--- config.mk ---
export PLATFORM = sky130hd
export DESIGN_NAME = alu_seq_flat
export DESIGN_NICKNAME = d
export VERILOG_FILES = /design/src/rtl/alu_pkg.sv /design/src/rtl/alu_seq_if.sv /design/src/rtl/alu_mul_iter.sv /design/src/rtl/alu_seq.sv /design/src/flat_wrapper.sv
export SDC_FILE = /design/constraint.sdc
export NUM_CORES = 1
export LEC_CHECK = 0
export CAP_MARGIN = 20
export CORE_MARGIN = 2
export CORE_UTILIZATION = 30
export DETAILED_ROUTE_END_ITERATION = 8
export SYNTH_ARGS = -nofsm -noshare
export SYNTH_HDL_FRONTEND = slang
export SYNTH_SLANG_ARGS = --single-unit
export TNS_END_PERCENT = 1
--- constraint.sdc ---
create_clock -name clk -period 6.4 [get_ports clk]
set_input_delay 1.28 -clock clk [delete_from_list [all_inputs] [get_ports clk]]
set_output_delay 1.28 -clock clk [all_outputs]
set_load 0.05 [all_outputs]
--- src/rtl/alu_pkg.sv ---
// alu_pkg: shared definitions for the handshaked sequential ALU.
//   OPW          : op-code width
//   OP_ADD..OP_MUL: op-code values (11-15 are illegal)
//   state_t      : controller states IDLE / BUSY / DONE
//   op_is_legal  : helper that classifies an op code for a given build
package alu_pkg;

  localparam int unsigned OPW = 4;

  localparam logic [OPW-1:0] OP_ADD  = OPW'(0);
  localparam logic [OPW-1:0] OP_SUB  = OPW'(1);
  localparam logic [OPW-1:0] OP_AND  = OPW'(2);
  localparam logic [OPW-1:0] OP_OR   = OPW'(3);
  localparam logic [OPW-1:0] OP_XOR  = OPW'(4);
  localparam logic [OPW-1:0] OP_SLT  = OPW'(5);
  localparam logic [OPW-1:0] OP_SLTU = OPW'(6);
  localparam logic [OPW-1:0] OP_SLL  = OPW'(7);
  localparam logic [OPW-1:0] OP_SRL  = OPW'(8);
  localparam logic [OPW-1:0] OP_SRA  = OPW'(9);
  localparam logic [OPW-1:0] OP_MUL  = OPW'(10);

  typedef enum logic [1:0] {
    IDLE = 2'd0,
    BUSY = 2'd1,
    DONE = 2'd2
  } state_t;

  // Single-cycle ops are 0..9; MUL is legal only when the multiplier is built.
  function automatic logic op_is_legal(input logic [OPW-1:0] op, input logic mul_en);
    logic legal;
    legal = (op <= OP_SRA) || (mul_en && (op == OP_MUL));
    return legal;
  endfunction

endpackage

--- src/rtl/alu_seq_if.sv ---
// alu_seq_if: operand/result handshake bundle for alu_seq.
//   Request side : in_valid, in_ready, a, b, op
//   Response side: out_valid, out_ready, f, ovf, zero, err
//   Modports     : slave (the ALU), master (the producer/consumer around it)
interface alu_seq_if #(
  parameter int unsigned WIDTH = 32
);
  import alu_pkg::*;

  logic             in_valid;
  logic             in_ready;
  logic [WIDTH-1:0] a;
  logic [WIDTH-1:0] b;
  logic [OPW-1:0]   op;
  logic             out_valid;
  logic             out_ready;
  logic [WIDTH-1:0] f;
  logic             ovf;
  logic             zero;
  logic             err;

  modport slave (
    input  in_valid, a, b, op, out_ready,
    output in_ready, out_valid, f, ovf, zero, err
  );

  modport master (
    output in_valid, a, b, op, out_ready,
    input  in_ready, out_valid, f, ovf, zero, err
  );

endinterface

--- src/rtl/alu_mul_iter.sv ---
// alu_mul_iter: iterative unsigned shift-add multiplier, one partial product per cycle.
// Present only when ALU_SEQ_MUL_EN is defined.
//   clk, rst_n    : clock, synchronous active-low reset
//   i_start       : latch operands and begin (pulse)
//   i_a, i_b      : multiplicand, multiplier
//   o_done_c      : high during the final step (combinational)
//   o_prod_lo_c   : low half of the product, valid with o_done_c
//   o_ovf_c       : high half of the product is non-zero, valid with o_done_c
`ifdef ALU_SEQ_MUL_EN
module alu_mul_iter #(
  parameter int unsigned WIDTH = 32
) (
  input  logic             clk,
  input  logic             rst_n,
  input  logic             i_start,
  input  logic [WIDTH-1:0] i_a,
  input  logic [WIDTH-1:0] i_b,
  output logic             o_done_c,
  output logic [WIDTH-1:0] o_prod_lo_c,
  output logic             o_ovf_c
);

  localparam int unsigned CW = $clog2(WIDTH);

  logic [WIDTH-1:0] r_mcand;
  logic [WIDTH-1:0] r_hi;
  logic [WIDTH-1:0] r_lo;
  logic [CW-1:0]    r_cnt;
  logic             r_busy;

  logic [WIDTH-1:0] w_addend;
  logic [WIDTH:0]   w_sum;
  logic [WIDTH-1:0] w_hi_nxt;
  logic [WIDTH-1:0] w_lo_nxt;
  logic             w_last;

  // {hi,lo} starts as {0,multiplier}; each step conditionally adds the
  // multiplicand into hi and shifts the whole pair right by one.
  always_comb begin
    w_addend = r_lo[0] ? r_mcand : '0;
    w_sum    = {1'b0, r_hi} + {1'b0, w_addend};
    w_hi_nxt = w_sum[WIDTH:1];
    w_lo_nxt = {w_sum[0], r_lo[WIDTH-1:1]};
    w_last   = r_busy && (r_cnt == CW'(WIDTH - 1));
  end

  // Expose the final step's result combinationally so the caller can
  // register it on the same edge the last step completes.
  assign o_done_c    = w_last;
  assign o_prod_lo_c = w_lo_nxt;
  assign o_ovf_c     = |w_hi_nxt;

  always_ff @(posedge clk) begin
    if (!rst_n) begin
      r_mcand <= '0;
      r_hi    <= '0;
      r_lo    <= '0;
      r_cnt   <= '0;
      r_busy  <= 1'b0;
    end else if (i_start) begin
      r_mcand <= i_a;
      r_hi    <= '0;
      r_lo    <= i_b;
      r_cnt   <= '0;
      r_busy  <= 1'b1;
    end else if (r_busy) begin
      r_hi  <= w_hi_nxt;
      r_lo  <= w_lo_nxt;
      r_cnt <= r_cnt + CW'(1);
      if (w_last) begin
        r_busy <= 1'b0;
      end
    end
  end

endmodule
`endif

--- src/rtl/alu_seq.sv ---
// alu_seq: handshaked, registered ALU for the multi-cycle CPU datapath.
// Optional iterative multiplier (op 10) enabled by defining ALU_SEQ_MUL_EN;
// without it op 10 is reported as illegal and no BUSY state is reachable.
//   clk   : clock, all state on the rising edge
//   rst_n : synchronous active-low reset
//   bus   : alu_seq_if.slave -- in_valid/in_ready/a/b/op request,
//           out_valid/out_ready/f/ovf/zero/err response
module alu_seq
  import alu_pkg::*;
#(
  parameter int unsigned WIDTH = 32
) (
  input  logic      clk,
  input  logic      rst_n,
  alu_seq_if.slave  bus
);

  localparam int unsigned SHW = $clog2(WIDTH);

  state_t r_state;
  state_t w_state_nxt;

  logic             r_out_valid;
  logic [WIDTH-1:0] r_f;
  logic             r_ovf;
  logic             r_zero;
  logic             r_err;

  logic             w_in_ready;
  logic             w_accept;
  logic             w_load_alu;
  logic [SHW-1:0]   w_shamt;
  logic [WIDTH-1:0] w_sum;
  logic [WIDTH-1:0] w_diff;
  logic [WIDTH-1:0] w_res;
  logic             w_res_ovf;
  logic             w_res_err;

`ifdef ALU_SEQ_MUL_EN
  logic             w_load_mul;
  logic             w_mul_start;
  logic             w_mul_done_c;
  logic [WIDTH-1:0] w_mul_f_c;
  logic             w_mul_ovf_c;

  alu_mul_iter #(
    .WIDTH (WIDTH)
  ) u_mul (
    .clk         (clk),
    .rst_n       (rst_n),
    .i_start     (w_mul_start),
    .i_a         (bus.a),
    .i_b         (bus.b),
    .o_done_c    (w_mul_done_c),
    .o_prod_lo_c (w_mul_f_c),
    .o_ovf_c     (w_mul_ovf_c)
  );
`endif

  // A consumer taking the current result frees the slot in the same cycle.
  assign w_in_ready = (r_state == IDLE) || ((r_state == DONE) && bus.out_ready);
  assign w_accept   = bus.in_valid && w_in_ready;

  assign bus.in_ready  = w_in_ready;
  assign bus.out_valid = r_out_valid;
  assign bus.f         = r_f;
  assign bus.ovf       = r_ovf;
  assign bus.zero      = r_zero;
  assign bus.err       = r_err;

  // Single-cycle datapath, evaluated on the presented operands.
  always_comb begin
    w_shamt   = bus.b[SHW-1:0];
    w_sum     = bus.a + bus.b;
    w_diff    = bus.a - bus.b;
    w_res     = '0;
    w_res_ovf = 1'b0;
    w_res_err = 1'b0;
    case (bus.op)
      OP_ADD: begin
        w_res     = w_sum;
        w_res_ovf = (bus.a[WIDTH-1] == bus.b[WIDTH-1]) && (w_sum[WIDTH-1] != bus.a[WIDTH-1]);
      end
      OP_SUB: begin
        w_res     = w_diff;
        w_res_ovf = (bus.a[WIDTH-1] != bus.b[WIDTH-1]) && (w_diff[WIDTH-1] != bus.a[WIDTH-1]);
      end
      OP_AND:  w_res = bus.a & bus.b;
      OP_OR:   w_res = bus.a | bus.b;
      OP_XOR:  w_res = bus.a ^ bus.b;
      OP_SLT:  w_res = {{(WIDTH-1){1'b0}}, ($signed(bus.a) < $signed(bus.b))};
      OP_SLTU: w_res = {{(WIDTH-1){1'b0}}, (bus.a < bus.b)};
      OP_SLL:  w_res = bus.a << w_shamt;
      OP_SRL:  w_res = bus.a >> w_shamt;
      OP_SRA:  w_res = WIDTH'($signed(bus.a) >>> w_shamt);
      default: w_res_err = !op_is_legal(bus.op,
`ifdef ALU_SEQ_MUL_EN
                                        1'b1
`else
                                        1'b0
`endif
                                        );
    endcase
  end

  // Controller: next state and load strobes.
  always_comb begin
    w_state_nxt = r_state;
    w_load_alu  = 1'b0;
`ifdef ALU_SEQ_MUL_EN
    w_load_mul  = 1'b0;
    w_mul_start = 1'b0;
`endif
    case (r_state)
      IDLE: w_state_nxt = IDLE;
`ifdef ALU_SEQ_MUL_EN
      BUSY: begin
        if (w_mul_done_c) begin
          w_load_mul  = 1'b1;
          w_state_nxt = DONE;
        end
      end
`endif
      DONE: begin
        if (bus.out_ready) begin
          w_state_nxt = IDLE;
        end
      end
      default: w_state_nxt = IDLE;
    endcase

    // Accepting from IDLE or back-to-back from DONE is handled identically.
    if (w_accept) begin
`ifdef ALU_SEQ_MUL_EN
      if (bus.op == OP_MUL) begin
        w_mul_start = 1'b1;
        w_state_nxt = BUSY;
      end else
`endif
      begin
        w_load_alu  = 1'b1;
        w_state_nxt = DONE;
      end
    end
  end

  always_ff @(posedge clk) begin
    if (!rst_n) begin
      r_state <= IDLE;
    end else begin
      r_state <= w_state_nxt;
    end
  end

  // Result registers only load on completion, so they hold under backpressure.
  always_ff @(posedge clk) begin
    if (!rst_n) begin
      r_out_valid <= 1'b0;
      r_f         <= '0;
      r_ovf       <= 1'b0;
      r_zero      <= 1'b0;
      r_err       <= 1'b0;
    end else begin
      r_out_valid <= (w_state_nxt == DONE);
      if (w_load_alu) begin
        r_f    <= w_res;
        r_ovf  <= w_res_ovf;
        r_zero <= (w_res == '0);
        r_err  <= w_res_err;
      end
`ifdef ALU_SEQ_MUL_EN
      else if (w_load_mul) begin
        r_f    <= w_mul_f_c;
        r_ovf  <= w_mul_ovf_c;
        r_zero <= (w_mul_f_c == '0);
        r_err  <= 1'b0;
      end
`endif
    end
  end

endmodule

--- src/flat_wrapper.sv ---
// flat-port wrapper written by rule: the top's interface ports become plain ports
module alu_seq_flat import alu_pkg::*;
#(
  parameter int unsigned WIDTH = 32
)
  (clk, rst_n, bus_in_valid, bus_a, bus_b, bus_op, bus_out_ready, bus_in_ready, bus_out_valid, bus_f, bus_ovf, bus_zero, bus_err);
  alu_seq_if #(.WIDTH(WIDTH)) bus_i ();
  input  logic clk;
  input  logic rst_n;
  input wire logic [$bits(bus_i.in_valid)-1:0] bus_in_valid;
  input wire logic [$bits(bus_i.a)-1:0] bus_a;
  input wire logic [$bits(bus_i.b)-1:0] bus_b;
  input wire logic [$bits(bus_i.op)-1:0] bus_op;
  input wire logic [$bits(bus_i.out_ready)-1:0] bus_out_ready;
  output wire logic [$bits(bus_i.in_ready)-1:0] bus_in_ready;
  output wire logic [$bits(bus_i.out_valid)-1:0] bus_out_valid;
  output wire logic [$bits(bus_i.f)-1:0] bus_f;
  output wire logic [$bits(bus_i.ovf)-1:0] bus_ovf;
  output wire logic [$bits(bus_i.zero)-1:0] bus_zero;
  output wire logic [$bits(bus_i.err)-1:0] bus_err;
  assign bus_i.in_valid = bus_in_valid;
  assign bus_i.a = bus_a;
  assign bus_i.b = bus_b;
  assign bus_i.op = bus_op;
  assign bus_i.out_ready = bus_out_ready;
  assign bus_in_ready = bus_i.in_ready;
  assign bus_out_valid = bus_i.out_valid;
  assign bus_f = bus_i.f;
  assign bus_ovf = bus_i.ovf;
  assign bus_zero = bus_i.zero;
  assign bus_err = bus_i.err;
  alu_seq #(.WIDTH(WIDTH)) u_core (.clk(clk), .rst_n(rst_n), .bus(bus_i));
endmodule
[Yosys cells after proc, flatten, opt, wreduce, memory -nomap -nowiden]
Cells that the tools add are included.
Word-level totals
  register bits: 38
  output and inout bits: 37
  input bits: 72
  logic and storage cells: 49
Cells by class
  equal/unequal tests: 15
  reduce and logical (&&, ||, !) cells: 10
  $lt $le $gt $ge: 3
  shift operators: 3
  add/sub/neg operators: 2
  muxes and demuxes: 7
  bitwise operators: 3
Operator list (count)
  $pmux 32 s10: 1
  $lt 32x32->1: 2
  $add 32x32->32: 1
  $and 32x32->32: 1
  $logic_not 32->1: 1
  $or 32x32->32: 1
  $shl 32x5->32: 1
  $shr 32x5->32: 1
  $sshr 32x5->32: 1
  $sub 32x32->32: 1
  $xor 32x32->32: 1
  $eq 4x3->1 const B: 4
  $reduce_or 10->1: 1
  $eq 4x2->1 const B: 2
  $eq 4x4->1 const B: 2
  $mux 2: 3
  $eq 2x2->1 const B: 2
  $eq 4x1->1 const B: 1
  $le 4x4->1 const B: 1
  $logic_and 1x1->1: 4
  $logic_not 4->1: 1
  $ne 1x1->1: 3
  $logic_not 2->1: 1
  $mux 1: 2
  other kinds (4): 4

[Longest topological paths before layout]
Gate-level depths: netlist of the first run.
  depth after elaboration: 6
  depth in mapped cells: 18
  mapped depth without buffers: 15

[Worst setup path after synthesis of the first run]
No wires, ideal clock.
  kind: in2reg
  start: input port bus_b[1]
  end: register u_core.r_zero (netlist: u_core.bus.zero)
  library setup time: 0.115 ns
  arrival: 4.932 ns
  setup slack: 1.352 ns
  buffers on the path: 3
  stages: 16
  required time: 6.285 ns
  cell sequence: buf_4 inv_2 buf_1 clkbuf_1 ha_1 o21ba_2 or4_1 a21oi_1 nor4_1 nor3_2 a21boi_1 o31ai_1 mux2i_1 nor3_1 and2_1 a31o_1
Between the ends
  longest elaborated chain between the ends: 3
  elaborated cells on any way between the ends: 12
  classes of those cells: add/sub: 2; order compare: 2; shift: 3; mux: 1; bitwise: 3; reduce/logical: 1
Ends and longest elaborated chain
  start: declaration: RTL line flat_wrapper.sv:12  | input wire logic [$bits(bus_i.b)-1:0] bus_b;
  $sub 32x32->32, or another cell as far along: RTL line alu_seq.sv:75  | w_diff = bus.a - bus.b;
  $pmux 32 s10 (*): RTL line alu_seq.sv:79  | case (bus.op)
  $logic_not 32->1 (*): RTL line alu_seq.sv:168  | r_zero <= (w_res == '0);
  end signal: assignment: RTL line alu_seq.sv:168
  end: declaration: RTL line alu_seq.sv:26  | logic r_zero;
Mark *: on every way between the ends. The rest lies on a longest branch, timed or not.
A chain may end at the register's enable or synchronous reset.

[Worst setup path after layout of the first run]
  start: input port bus_a[4]
  end: register u_core.r_zero (netlist: u_core.bus.zero)
Between the ends
  longest elaborated chain between the ends: 3
  elaborated cells on any way between the ends: 12
  classes of those cells: add/sub: 2; order compare: 2; shift: 3; mux: 1; bitwise: 3; reduce/logical: 1
Ends and longest elaborated chain
  start: declaration: RTL line flat_wrapper.sv:11  | input wire logic [$bits(bus_i.a)-1:0] bus_a;
  $sub 32x32->32, or another cell as far along: RTL line alu_seq.sv:75
  $pmux 32 s10 (*): RTL line alu_seq.sv:79
  $logic_not 32->1 (*): RTL line alu_seq.sv:168
Marked as above.

==> metrics, run 1 <==
outcome finished clean; synthesized net count ~1700; ANT nets after route 0; number of warnings printed during yosys synthesis 0; distinct cell type count after synthesis between 100 and 150; placer congestion estimate 1.01; flops & latches, synth 38; effective utilization at floorplan 0.304; leading cell type in the layout, fill and taps excluded sky130_fd_sc_hd__nor2_1; proportion of synthesized flip-flops having asynchronous set or reset 0; initial antenna violation count 0; Worst Slack Setup Final about 1.0 ns; Reg-to-Reg Start u_core.r_state[1]$_SDFF_PN0_; Max Cap Viol 0; DRC violation total after the first TritonRoute iteration 1947; Net count, final between 1500 and 2000; vias in the first global route about 13000; Post-DP HPWL 46900 microns; achievable clock frequency about 0.19 GHz; residual overflow from global routing 0; setup repair after global routing missed its margin false; total wirelength of the detailed-routed design roughly 59000 microns; Slew Limit Fails 0; most frequent cells in the layout sky130_fd_sc_hd__nor2_1 (145), sky130_fd_sc_hd__nand2_1 (128), sky130_fd_sc_hd__a21oi_1 (107); fraction of final layout cells with drive strength greater than 1 0.131; worst rel slew slack 0.251; # diodes 0; number of endpoints with negative hold slack in the final report 0; shortest period the worst path allows roughly 5.4 ns; Worst Path Arrival 5.62 ns; Area Growth Syn to Fin 16.9%; clock sinks 38; placeable core area 37500 sq um; vias after detailed routing ~14000; most used flip-flop cell after synthesis sky130_fd_sc_hd__dfxtp_1; Post-Place Worst Slack between 0.7 and 0.8 ns; worst setup path start bus_a[4]; wire length of the first global-routing pass 85400 microns; ratio of total power to cell area roughly 130 nW/um^2; Skew-Pair Late Insertion Delay approximately 0.28 ns; Worst Max-Slew Pin Slew about 1.1 ns; sequential-to-total area share from yosys stat 0.0668; largest fanout on the critical path 13; maximum number of pins on one net before global-route repair between 50 and 60; Bufs on Longest Clock Path 2; number of enable-type register cells in the synthesized netlist 0; number of gates resized after CTS 0; worst hold path startpoint u_core.bus.ovf$_SDFFE_PN0P_; I/O pin count around 110; data required time of the worst path roughly 6.6 ns; part of the cycle the worst path needs 0.843; Filler cells 3997; HP Class reg2reg; number of post-CTS setup repair buffers 0; Clock Skew roughly 0.0016 ns; IR Drop Worst-Case VDD 0.0992 mV; buffer cell driving the clock tree root sky130_fd_sc_hd__clkbuf_16; leakage power around 5.2 nW; kind of end point of the critical path flop; Setup TNS Final 0 ns; Worst Setup Path Type in2reg; detailed-route vias per instance 6.42; synthesized cell area around 11000 sq um; number of instances in the synthesized netlist ~1600; number of detailed-route iterations in the first pass 6; TritonCTS clock tree built; Multi-input gate area 9650 sq um; H-tree levels 2; Inserted Clock Buffers 5; remaining routing DRC violations 0; hold buffer count at CTS 0; area occupied by registers roughly 760 sq um; routed wirelength normalized by instance count 27.7 microns; floorplan die area between 30000 and 40000 sq um; Port Buffers between 100 and 150; post-CTS clock slew at the launch and capture registers of the worst setup and hold paths 0.06 ns; count of standard-cell rows between 70 and 80; Die Width 199 microns; final number of setup-violating endpoints 0; total routing usage reported by global routing 0.290; Critical Path Start Type primary input; die height between 150 and 200 microns; average footprint of a synthesized cell around 7.3 sq um
-- worst paths after layout --
check                                      end  slack, ns  cells after the start
hold / removal     u_core.bus.ovf$_SDFFE_PN0P_       0.46                      2
setup reg to reg  u_core.bus.zero$_SDFFE_PN0P_       3.30                     11
setup / recovery  u_core.bus.zero$_SDFFE_PN0P_       1.00                     15
hold reg to reg    u_core.bus.ovf$_SDFFE_PN0P_       0.46                      2
-- registers in the layout, indices dropped and copies added (netlist names) --
name / cells
u_core.bus.f: 32
u_core.r_state: 2
u_core.bus.err: 1
u_core.bus.out_valid: 1
u_core.bus.ovf: 1
u_core.bus.zero: 1
-- critical path, stage by stage --
cell,delay (ns)
sky130_fd_sc_hd__clkdlybuf4s50_1,0.45
sky130_fd_sc_hd__buf_4,0.18
sky130_fd_sc_hd__inv_1,0.06
sky130_fd_sc_hd__ha_1,0.45
sky130_fd_sc_hd__nor3b_1,0.11
sky130_fd_sc_hd__a211oi_1,0.50
sky130_fd_sc_hd__a21oi_1,0.24
sky130_fd_sc_hd__nor4_1,0.99
sky130_fd_sc_hd__nor3_2,0.19
sky130_fd_sc_hd__mux2i_1,0.20
sky130_fd_sc_hd__o211ai_1,0.12
sky130_fd_sc_hd__nor4_1,0.31
sky130_fd_sc_hd__nand4_1,0.18
sky130_fd_sc_hd__nor3_2,0.19
sky130_fd_sc_hd__a31o_1,0.15
-- Yosys cell counts (38+ instances only) --
cell / count / share of area
sky130_fd_sc_hd__nor2_1: 145 / 0.048
sky130_fd_sc_hd__inv_1: 97 / 0.032
sky130_fd_sc_hd__nand2_1: 128 / 0.042
sky130_fd_sc_hd__mux4_2: 55 / 0.11
sky130_fd_sc_hd__a21oi_1: 107 / 0.047
sky130_fd_sc_hd__nor3_1: 54 / 0.024
sky130_fd_sc_hd__o21ai_0: 69 / 0.030
sky130_fd_sc_hd__ha_1: 97 / 0.11
sky130_fd_sc_hd__o211ai_1: 41 / 0.027
sky130_fd_sc_hd__clkbuf_1: 92 / 0.030
sky130_fd_sc_hd__dfxtp_1: 38 / 0.067
sky130_fd_sc_hd__mux2i_1: 56 / 0.049
-- per-stage QoR --
| step | cell area (sq um) | hold slack (ns) | power [mW] | instances | utilization |
|---|---|---|---|---|---|
| 4_1_cts | 13300 | 0.457 | 1.69 | 2114 | 0.355 |
| 3_3_place_gp | 13100 | 0.450 | 1.36 | 2106 | 0.350 |
| 5_1_grt | 13300 | 0.476 | 1.79 | 2114 | 0.355 |
| 3_5_place_dp | 13100 | 0.451 | 1.36 | 2106 | 0.350 |
| 2_1_floorplan | 11400 | 0.468 | 0.964 | 1551 | - |
| 6_report | 13300 | 0.457 | 1.72 | 2114 | 0.355 |
-- per-layer routing --
layer  up-vias  track usage  wire, microns
met2       850        0.459          26000
met3       158       0.0342           5240
met1      6574        0.392          24200
li1       5985            -              -
met4         0        0.139           3110
met5         -            0              0
-- logic make-up (layout without fill, tap and decap cells) --
logic type | after synthesis | in the layout | share of synthesized area
xor+xnor | 8 | 8 | 0.00616
fa+ha+maj | 99 | 99 | 0.110
buf+inv | 243 | 295 | 0.0889
simple gates | 515 | 515 | 0.223
other cells | 1 | 1 | 0.000330
compound gates | 506 | 506 | 0.314
mux | 141 | 141 | 0.191
flops | 38 | 38 | 0.0668
-- report_power, final --
group          internal (mW)  switching (mW)  total [mW]
Sequential             0.253         0.00866       0.261
Clock                  0.234          0.0929       0.327
Combinational          0.408           0.723        1.13
-- final cells by class --
type	instances	area share
Clock buffer	6	0.0104
Clock inverter	2	0.00451
Inverter	101	0.0285
Multi-Input combinational cell	1270	0.725
Sequential cell	38	0.0572
Tap cell	511	0.0481
Timing Repair Buffer	186	0.126
No activity file was read; power rests on OpenSTA's default activity.
==> inputs of run 2 (changes only) <==
Clock period 6.4 ns to 5.17 ns, I/O delays scaled along.
==> metrics, run 2 (synthesized netlist as in run 1, its figures left out) <==
wire length of the first global-routing pass 85100 microns; Skew-Pair Late Insertion Delay around 0.28 ns; total power between 2 and 2.5 mW; Setup TNS Final 0 ns; final core utilization 0.370; final number of setup-violating endpoints 0; count of standard-cell rows 71; placer congestion estimate about 1.0; Post-DP HPWL roughly 48000 microns; clock sinks 38; kind of end point of the critical path flop; TritonCTS clock tree built; I/O pin count roughly 110; leading cell type in the layout, fill and taps excluded sky130_fd_sc_hd__buf_4; post-CTS clock slew at the launch and capture registers of the worst setup and hold paths around 0.06 ns; Bufs on Longest Clock Path 2; residual overflow from global routing 0; Port Buffers about 110; largest incremental delay on the critical path about 0.63 ns; fraction of power consumed by the clock network 0.184; number of post-CTS setup repair buffers 0; outcome finished clean; share of power burned in registers 0.148; ANT nets after route 0; worst rel slew slack 0.263; Worst Max-Slew Pin Slew 1.10 ns; die height just under 200 microns; part of the cycle the worst path needs 0.953; achievable clock frequency 0.203 GHz; detailed-route vias per instance approximately 6.3; most frequent cells in the layout sky130_fd_sc_hd__buf_4 (150), sky130_fd_sc_hd__nor2_1 (145), sky130_fd_sc_hd__nand2_1 (128); worst hold margin between 0.4 and 0.5 ns; Clock Skew around 0.0053 ns; routed wirelength normalized by instance count around 27 microns; remaining routing DRC violations 0; largest fanout on the critical path 7; fraction of final layout cells with drive strength greater than 1 0.170; Inserted Clock Buffers 5; CP dominant cell by count sky130_fd_sc_hd__nand4_1; Switching Share 0.469; Critical Path Start Type primary input; number of endpoints with negative hold slack in the final report 0; Slew Limit Fails 0; number of gates resized after CTS 0; vias in the first global route ~13000; floorplan die area 39500 sq um; net load switching power around 1 mW; fin cells roughly 2200; number of detailed-route iterations in the first pass 6; effective utilization at floorplan 0.304; setup repair after global routing missed its margin false; hold buffer count at CTS 0; HP Class reg2reg; cell-internal power approximately 1.2 mW; Area Growth Syn to Fin 21.9%; Worst Path Arrival about 5 ns; data required time of the worst path between 5 and 6 ns; # diodes 0; DRC violation total after the first TritonRoute iteration between 1500 and 2000; ratio of total power to cell area 157 nW/um^2; Net count, final about 1800; Max Cap Viol 0; total routing usage reported by global routing 0.288; placeable core area 37500 sq um; H-tree levels 2; maximum number of pins on one net before global-route repair 57; Die Width approximately 200 microns; leakage power 5.55 nW; total wirelength of the detailed-routed design between 50000 and 60000 microns; ordered cell list for the critical path clkdlybuf4s50_1 > ha_1 > fa_1 > mux2_1 > a2111oi_0 > nand4_1 > nor3_1 > nand3_1 > nor3_1 > nand4_1 > nor4_2 > nand4_1 > nor3_2 > a31o_1; shortest period the worst path allows between 4 and 5 ns; Worst Setup Path Type in2reg; Filler cells slightly above 4000; IR Drop Worst-Case VDD around 0.11 mV; initial antenna violation count 0; buffer cell driving the clock tree root sky130_fd_sc_hd__clkbuf_16; vias after detailed routing approximately 14000; cell type of the slowest stage on the worst timing path sky130_fd_sc_hd__clkdlybuf4s50_1; number of flip-flops under the largest register name 32; part of the total power dissipated in combinational logic 0.668; placed cell count between 2000 and 2500
run 2: changes by cell type in the layout (fill, tap and decap cells not counted), sizes merged:
| cell | before | now |
|---|---|---|
| buf | 84 | 159 |
run 2: per-layer routing:
metal	track usage	vias up	share of wire
met4	0.0854	0	0.033
met5	0	-	0
met3	0.0226	112	0.076
met2	0.476	752	0.46
li1	-	6136	-
met1	0.400	6768	0.43
run 2: critical path: cells and delay by family:
family | cells | cell delay (ns)
adder cells (fa/ha/maj) | 2 | 0.73
AO/OA/AOI/OAI | 2 | 0.58
multiplexers | 1 | 0.30
buffers and inverters | 1 | 0.63
AND/OR/NAND/NOR | 8 | 1.88
run 2: final timing paths:
kind	from	endpoint	slack, ns	cells past startpoint
worst max-delay path	bus_a[0]	u_core.bus.zero$_SDFFE_PN0P_	0.24	14
worst min-delay path	u_core.bus.ovf$_SDFFE_PN0P_	u_core.bus.ovf$_SDFFE_PN0P_	0.46	2
worst max register to register	u_core.r_state[1]$_SDFF_PN0_	u_core.bus.zero$_SDFFE_PN0P_	2.20	11
worst min register to register	u_core.bus.ovf$_SDFFE_PN0P_	u_core.bus.ovf$_SDFFE_PN0P_	0.46	2
run 2: final cells by class:
| cell class | instances | area (sq um) | share of cell area |
|---|---|---|---|
| sequential | 38 | 761 | 0.0548 |
| multi-input combinational | 1270 | 9650 | 0.695 |
| clock buffer | 6 | 139 | 0.0100 |
| clock inverter | 2 | 60.1 | 0.00433 |
| timing repair buffer | 261 | 2250 | 0.162 |
| tap | 511 | 639 | 0.0461 |
| inverter | 101 | 379 | 0.0273 |
run 2: per-stage QoR:
| step | cell area, sq um | setup WS (ns) |
|---|---|---|
| floorplan | 11400 | 0.368 |
| global placement | 13700 | 0.171 |
| detailed placement | 13700 | 0.0798 |
| CTS | 13900 | 0.351 |
| global route | 13900 | 0.0622 |
| finish | 13900 | 0.243 |
run 2: power groups by stage:
stage               clock (mW)  combinational (mW)  sequential [mW]
global placement             0                1.42            0.329
finish                   0.401                1.46            0.323
global route             0.422                1.53            0.326
CTS                      0.411                1.42            0.324
floorplan                    0               0.799            0.394
detailed placement           0                1.41            0.330
